==> config.mk <==
export PLATFORM = sky130hd
export DESIGN_NAME = adc_capture_buffer
export DESIGN_NICKNAME = d
export VERILOG_FILES = /design/src/rtl/adc_capture_buffer.sv
export SDC_FILE = /design/constraint.sdc
export NUM_CORES = 2
export LEC_CHECK = 0
export CORE_UTILIZATION = 45
export DETAILED_ROUTE_END_ITERATION = 7
export GPL_ROUTABILITY_DRIVEN = 1
export GPL_TIMING_DRIVEN = 0
export PLACE_DENSITY_LB_ADDON = 0.25
export REMOVE_ABC_BUFFERS = 1
export SLEW_MARGIN = 20
export SYNTH_ARGS = -nofsm -noshare
export SYNTH_HDL_FRONTEND = slang
export SYNTH_SLANG_ARGS = --single-unit
export TNS_END_PERCENT = 10
==> constraint.sdc <==
create_clock -name mainclk -period 4.5 [get_ports mainclk]
set_input_delay 0.675 -clock mainclk [delete_from_list [all_inputs] [get_ports mainclk]]
set_output_delay 0.675 -clock mainclk [all_outputs]
set_load 0.01 [all_outputs]
==> src/rtl/adc_capture_buffer.sv <==
// rtl/adc_capture_buffer.sv - Triggered, decimating ADC capture buffer with valid/ready readout
//
// Arms on a command pulse, starts on a fresh trigger rising edge, stores every
// (decim+1)-th ADC sample into on-chip RAM until n_samples are held, then
// streams them out as 16-bit words or 8-bit bytes over a valid/ready port.
//
// Ports:
//   mainclk    - system clock, rising edge
//   rstb       - asynchronous active-low reset
//   arm        - one-cycle arm pulse, honoured only in IDLE
//   abort      - synchronous abort, highest priority, any state
//   trigger    - trigger level, a 0->1 edge in ARMED starts capture
//   adc_valid  - one-cycle strobe per converted sample
//   adc_data   - ADC sample, qualified by adc_valid
//   decim      - keep one sample in (decim+1), latched on arm
//   n_samples  - samples to capture (0 or > DEPTH means DEPTH), latched on arm
//   out_mode   - 0: 16-bit words, 1: 8-bit bytes (high byte first), latched on arm
//   rd_ready   - consumer ready
//   rd_valid   - rd_data valid
//   rd_data    - output word (zero when rd_valid is low)
//   data_ready - buffer filled, readout pending or in progress
//   state      - FSM state: IDLE=0, ARMED=1, CAPTURE=2, READOUT=3
//   arm_err    - sticky flag, arm seen outside IDLE; cleared by abort or reset
//
// Build option CAPTURE_HEADER_EN: readout starts with one header word
// {out_mode, 3'b101, n_latched[11:0]} (two bytes in 8-bit mode).

module adc_capture_buffer #(
  parameter int ADC_W   = 14,
  parameter int DEPTH   = 128,
  parameter int AW      = $clog2(DEPTH),
  parameter int DECIM_W = 8
) (
  input  logic               mainclk,
  input  logic               rstb,
  input  logic               arm,
  input  logic               abort,
  input  logic               trigger,
  input  logic               adc_valid,
  input  logic [ADC_W-1:0]   adc_data,
  input  logic [DECIM_W-1:0] decim,
  input  logic [AW:0]        n_samples,
  input  logic               out_mode,
  input  logic               rd_ready,
  output logic               rd_valid,
  output logic [15:0]        rd_data,
  output logic               data_ready,
  output logic [1:0]         state,
  output logic               arm_err
);

`ifdef CAPTURE_HEADER_EN
  localparam int HDR = 1;
`else
  localparam int HDR = 0;
`endif

  localparam logic [AW:0] DEPTH_N = (AW+1)'(DEPTH);

  typedef enum logic [1:0] {
    S_IDLE    = 2'd0,
    S_ARMED   = 2'd1,
    S_CAPTURE = 2'd2,
    S_READOUT = 2'd3
  } state_e;

  state_e             state_q, state_d;
  logic               trig_q, trig_d;
  logic [DECIM_W-1:0] decim_q, decim_d;
  logic               out_mode_q, out_mode_d;
  logic [AW:0]        n_q, n_d;
  logic [AW:0]        wr_ptr_q, wr_ptr_d;
  logic [DECIM_W-1:0] dec_cnt_q, dec_cnt_d;
  logic [AW+2:0]      widx_q, widx_d;
  logic               start_q, start_d;
  logic               rd_valid_q, rd_valid_d;
  logic               data_ready_q, data_ready_d;
  logic               arm_err_q, arm_err_d;

  logic               mem_we;
  logic [ADC_W-1:0]   mem [DEPTH];
  logic [ADC_W-1:0]   ram_rdata_q;

  // Output word index -> (unit, byte) -> sample address. A unit is one
  // 16-bit quantity (header or sample); in byte mode each unit spans two words.
  logic [AW+1:0]      unit_idx;
  logic [AW+1:0]      samp_idx;
  logic [AW-1:0]      rd_addr;
  logic               byte_lo;
  logic [15:0]        word16;
  logic [15:0]        word_out;
  logic [AW+2:0]      base_words;
  logic [AW+2:0]      total_words;
  logic               last_word;
  logic               unused_addr_bits;

  assign unit_idx    = out_mode_q ? widx_q[AW+2:1] : widx_q[AW+1:0];
  assign byte_lo     = out_mode_q & widx_q[0];
  assign samp_idx    = unit_idx - (AW+2)'(HDR);
  assign rd_addr     = samp_idx[AW-1:0];
  assign unused_addr_bits = ^samp_idx[AW+1:AW];

`ifdef CAPTURE_HEADER_EN
  logic [15:0] n_ext;
  logic [15:0] header;
  assign n_ext  = 16'(n_q);
  assign header = {out_mode_q, 3'b101, n_ext[11:0]};
  assign word16 = (unit_idx == '0) ? header : 16'(ram_rdata_q);
`else
  assign word16 = 16'(ram_rdata_q);
`endif

  assign word_out    = out_mode_q ? {8'h00, (byte_lo ? word16[7:0] : word16[15:8])} : word16;
  assign base_words  = (AW+3)'(n_q) + (AW+3)'(HDR);
  assign total_words = out_mode_q ? {base_words[AW+1:0], 1'b0} : base_words;
  assign last_word   = (widx_q == total_words - (AW+3)'(1));

  // RAM: write port from capture, registered read addressed by the word index.
  // The address only moves on a transfer, so the registered output stays put
  // under backpressure and is current one cycle after each transfer.
  always_ff @(posedge mainclk) begin
    if (mem_we) begin
      mem[wr_ptr_q[AW-1:0]] <= adc_data;
    end
    ram_rdata_q <= mem[rd_addr];
  end

  always_ff @(posedge mainclk or negedge rstb) begin
    if (!rstb) begin
      state_q      <= S_IDLE;
      trig_q       <= 1'b0;
      decim_q      <= '0;
      out_mode_q   <= 1'b0;
      n_q          <= '0;
      wr_ptr_q     <= '0;
      dec_cnt_q    <= '0;
      widx_q       <= '0;
      start_q      <= 1'b0;
      rd_valid_q   <= 1'b0;
      data_ready_q <= 1'b0;
      arm_err_q    <= 1'b0;
    end else begin
      state_q      <= state_d;
      trig_q       <= trig_d;
      decim_q      <= decim_d;
      out_mode_q   <= out_mode_d;
      n_q          <= n_d;
      wr_ptr_q     <= wr_ptr_d;
      dec_cnt_q    <= dec_cnt_d;
      widx_q       <= widx_d;
      start_q      <= start_d;
      rd_valid_q   <= rd_valid_d;
      data_ready_q <= data_ready_d;
      arm_err_q    <= arm_err_d;
    end
  end

  always_comb begin
    state_d      = state_q;
    trig_d       = trigger;
    decim_d      = decim_q;
    out_mode_d   = out_mode_q;
    n_d          = n_q;
    wr_ptr_d     = wr_ptr_q;
    dec_cnt_d    = dec_cnt_q;
    widx_d       = widx_q;
    start_d      = start_q;
    rd_valid_d   = rd_valid_q;
    data_ready_d = data_ready_q;
    arm_err_d    = arm_err_q;
    mem_we       = 1'b0;

    if (abort) begin
      state_d      = S_IDLE;
      wr_ptr_d     = '0;
      dec_cnt_d    = '0;
      widx_d       = '0;
      start_d      = 1'b0;
      rd_valid_d   = 1'b0;
      data_ready_d = 1'b0;
      arm_err_d    = 1'b0;
    end else begin
      if (arm && (state_q != S_IDLE)) begin
        arm_err_d = 1'b1;
      end
      case (state_q)
        S_IDLE: begin
          if (arm) begin
            decim_d    = decim;
            out_mode_d = out_mode;
            n_d        = ((n_samples == '0) || (n_samples > DEPTH_N)) ? DEPTH_N : n_samples;
            state_d    = S_ARMED;
          end
        end
        S_ARMED: begin
          // trig_q holds last cycle's level, so a trigger already high at
          // arm time produces no edge here.
          if (trigger && !trig_q) begin
            state_d   = S_CAPTURE;
            wr_ptr_d  = '0;
            dec_cnt_d = '0;
          end
        end
        S_CAPTURE: begin
          if (adc_valid) begin
            if (dec_cnt_q == '0) begin
              mem_we    = 1'b1;
              wr_ptr_d  = wr_ptr_q + (AW+1)'(1);
              dec_cnt_d = decim_q;
              if (wr_ptr_q + (AW+1)'(1) == n_q) begin
                state_d      = S_READOUT;
                data_ready_d = 1'b1;
                widx_d       = '0;
                start_d      = 1'b1;
              end
            end else begin
              dec_cnt_d = dec_cnt_q - DECIM_W'(1);
            end
          end
        end
        S_READOUT: begin
          // start_q spends the first cycle letting the RAM register word 0.
          if (start_q) begin
            start_d = 1'b0;
          end else if (!rd_valid_q) begin
            rd_valid_d = 1'b1;
          end else if (rd_ready) begin
            rd_valid_d = 1'b0;
            if (last_word) begin
              state_d      = S_IDLE;
              data_ready_d = 1'b0;
              widx_d       = '0;
              wr_ptr_d     = '0;
            end else begin
              widx_d = widx_q + (AW+3)'(1);
            end
          end
        end
        default: state_d = S_IDLE;
      endcase
    end
  end

  assign rd_valid   = rd_valid_q;
  assign rd_data    = rd_valid_q ? word_out : 16'h0000;
  assign data_ready = data_ready_q;
  assign state      = state_q;
  assign arm_err    = arm_err_q;

endmodule

==> metrics.txt <==
status=completed; first-pass GRT wire length=297000 um; EDFF count, synth=1792; critical path arrival=5160 ps; GR peak layer=met2; Starting Density=45.3%; R2R setup slack=50 ps; CTS buffer count=186; # IOs=59; final wirelength=204000 um; vias in the first global route=44100; initial antenna violation count=5; VDD IR max=0.000487 V; slew margin rel.=19.9%; Starting DRT DRC Count=5231; vias per std cell=5.81; WHS=245 ps; unrepaired setup endpoints after global routing=true; worst endpoint required time=5200 ps; placed cell areas=80600 um2; largest family of logic cells by synthesized area=simple AND/OR/NAND/NOR gates; CTS Sinks=1856; vias=46300; Critical R2R Launch=out_mode_q; WHS Path Cells=1; total grt overflow=0; fmax=225 MHz; nets=5687; Final Hold Vio Count=0; LEAKAGE=28.4 nW; post-synthesis mux area share=3.44%; first-pass detailed-route iteration total=6; ys async rst share=2.69%; Synth Flop Type=edfxtp_1; Min-Delay Startpoint=adc_data[9]; met3 Resource Use GR=4.50%; Clock Tree Buf Depth=3; Final GP Congestion=0.791; Layout area overhead=18.0%; Post-Layout Inst Area=86900 um2; Synth Area in XOR/XNOR=0.273%; die area=165000 um2; core region area=163000 um2; sequential cell area fraction in the yosys report=75.1%; DR WL/cell=25.5 um; die height=407 um; Ys Warns=0; met1 Usage GRT=34.8%; Max Cap Viol=0; WHS Endpoint=mem[37][9]; DRC viols=0; startpoint types=flip-flop; Yosys reg bits=1856; Worst Clk Skew=21.9 ps; Clock Root Buffer=clkbuf_16; H-tree lvl count=4; post-synthesis simple-gate area fraction=11.0%; CP endpoint kind=flip-flop; Mapped Avg Cell Area=13.4 um2; count of input and output buffers=56; layout cells sized above 1=12.7%; grt met2 use=38.4%; post-route ant nets=0; crit path max fanout=94; CP Class=flip-flop to flip-flop; Tot GR Track Use=24.5%; cells on worst reg2reg path=9; Worst-Skew Late Latency=810 ps; Synth Area in Compound Gates=7.85%; Tightest Hold Check Type=input pin to flip-flop; mapped cell area=73700 um2; CTS tree=yes; Post-DP HPWL=126000 um; pwr dens=424 nW/um2; endpoints failing setup=0; Final period util=98.9%; Worst Tran Pin Value=1190 ps; count of cell types in the netlist=67; die width=407 um; Worst-path clk slew=60 ps; Std-Cell Rows=148; pin count of the biggest net entering global routing=98; Pins Over Slew Limit=0; fin crit period=4450 ps; Synth Instances=5499; Synth Area in Adders=0.153%; Reg-to-Reg End=ram_rdata_q[12]
## cell type report
cell class                      count  area (um2)
Clock buffer                      253        5130
Clock inverter                     92         652
Fill cell                       13200       75700
Multi-Input combinational cell   3275       17800
Timing Repair Buffer              300        5150
Antenna cell                        1        2.50
Sequential cell                  1856       55300
Inverter                           21        78.8
Tap cell                         2175        2720
## per-stage QoR
step	util (%)	TNS [ps]	instances	setup WS, ps	total power (W)
CTS	53.4	0	7966	10.5	0.0370
finish	53.5	0	7973	48.6	0.0369
global route	53.5	-3180	7972	-67.6	0.0379
global placement	46.4	-4280450	7382	-45500	0.0234
detailed placement	49.6	-17050	7617	-937	0.0224
floorplan	-	-312100	5151	-22290	0.0221
## cells by family after synthesis
logic type      Yosys count
compound gates         1067
flops                  1856
xor+xnor                 23
fa+ha+maj                 9
buf+inv                 370
other cells               1
mux                     252
simple gates           1921
## power breakdown
part           total [W]  internal, W  switching [W]
Combinational    0.00282      0.00106        0.00175
Sequential        0.0193       0.0191       0.000228
Clock             0.0148      0.00841        0.00639
## placed cells by master (no fill, tap or decap), types with 44 or more instances in the layout
| cell type | synthesis | routed |
|---|---|---|
| nor2_2 | 0 | 123 |
| nand2_1 | 1405 | 1398 |
| a21oi_1 | 695 | 694 |
| nor4_2 | 0 | 44 |
| buf_6 | 1 | 89 |
| nor4_1 | 242 | 187 |
| edfxtp_1 | 1792 | 1792 |
| buf_16 | 0 | 95 |
| clkbuf_16 | 0 | 197 |
| mux2i_1 | 239 | 238 |
| clkbuf_1 | 203 | 55 |
| o21ai_0 | 261 | 259 |
| buf_8 | 0 | 58 |
| clkinv_1 | 0 | 50 |
| dfrtp_1 | 50 | 49 |
## flip-flops by register name, indices dropped and copies added, names as in the netlist
register     flops
arm_err          1
data_ready       1
dec_cnt_q        8
decim_q          8
mem           1792
n_q              8
out_mode_q       1
ram_rdata_q     14
rd_valid         1
start_q          1
state            2
trig_q           1
widx_q          10
wr_ptr_q         8
## Yosys cell counts (17+ instances only)
cell type,instances,area [um2]
a21oi_1,695,3480
buf_2,128,641
clkbuf_1,203,762
dfrtp_1,50,1250
edfxtp_1,1792,53800
inv_1,21,78.8
mux2i_1,239,2390
nand2_1,1405,5270
nand2b_1,20,125
nand3_1,21,105
nor2_1,156,586
nor2b_1,19,119
nor4_1,242,1510
o21ai_0,261,1310
o41ai_1,44,385
xnor2_1,17,149
## layer usage
layer | vias to the layer above | part of all wire (%)
met4 | 4 | 2.9
met3 | 346 | 8.5
met2 | 2032 | 47
li1 | 20600 | -
met5 | - | 0.013
met1 | 23300 | 42
## worst max-delay path, cell delays in order, from the launching register on
cell	delay [ps]
dfrtp_4	630
mux2_8	550
buf_16	350
buf_16	400
buf_16	390
mux2i_1	130
o21ai_0	180
nor4_1	140
o41ai_2	860
o2111a_1	460
## what timing repair did
action                     CTS  global route
setup endpoints to repair   14           146
pin swaps                    2             0
cloned                       2             2
hold buffers                 1             0
gates resized for setup     44            12
buffers inserted             1             4
hold endpoints to repair    50             0
## worst max path at each step
stage / start / endpoint / slack [ps] / cells past startpoint
final: out_mode_q / ram_rdata_q[12] / 50 / 9
after global routing: state[0] / mem[45][7] / -70 / 7
after CTS: out_mode_q / ram_rdata_q[12] / 10 / 9
after detailed placement: out_mode_q / ram_rdata_q[7] / -940 / 10
after global placement: out_mode_q / ram_rdata_q[11] / -45500 / 6
after floorplan: out_mode_q / ram_rdata_q[0] / -22290 / 6
Note: power is estimated with default switching activity, not from simulation.
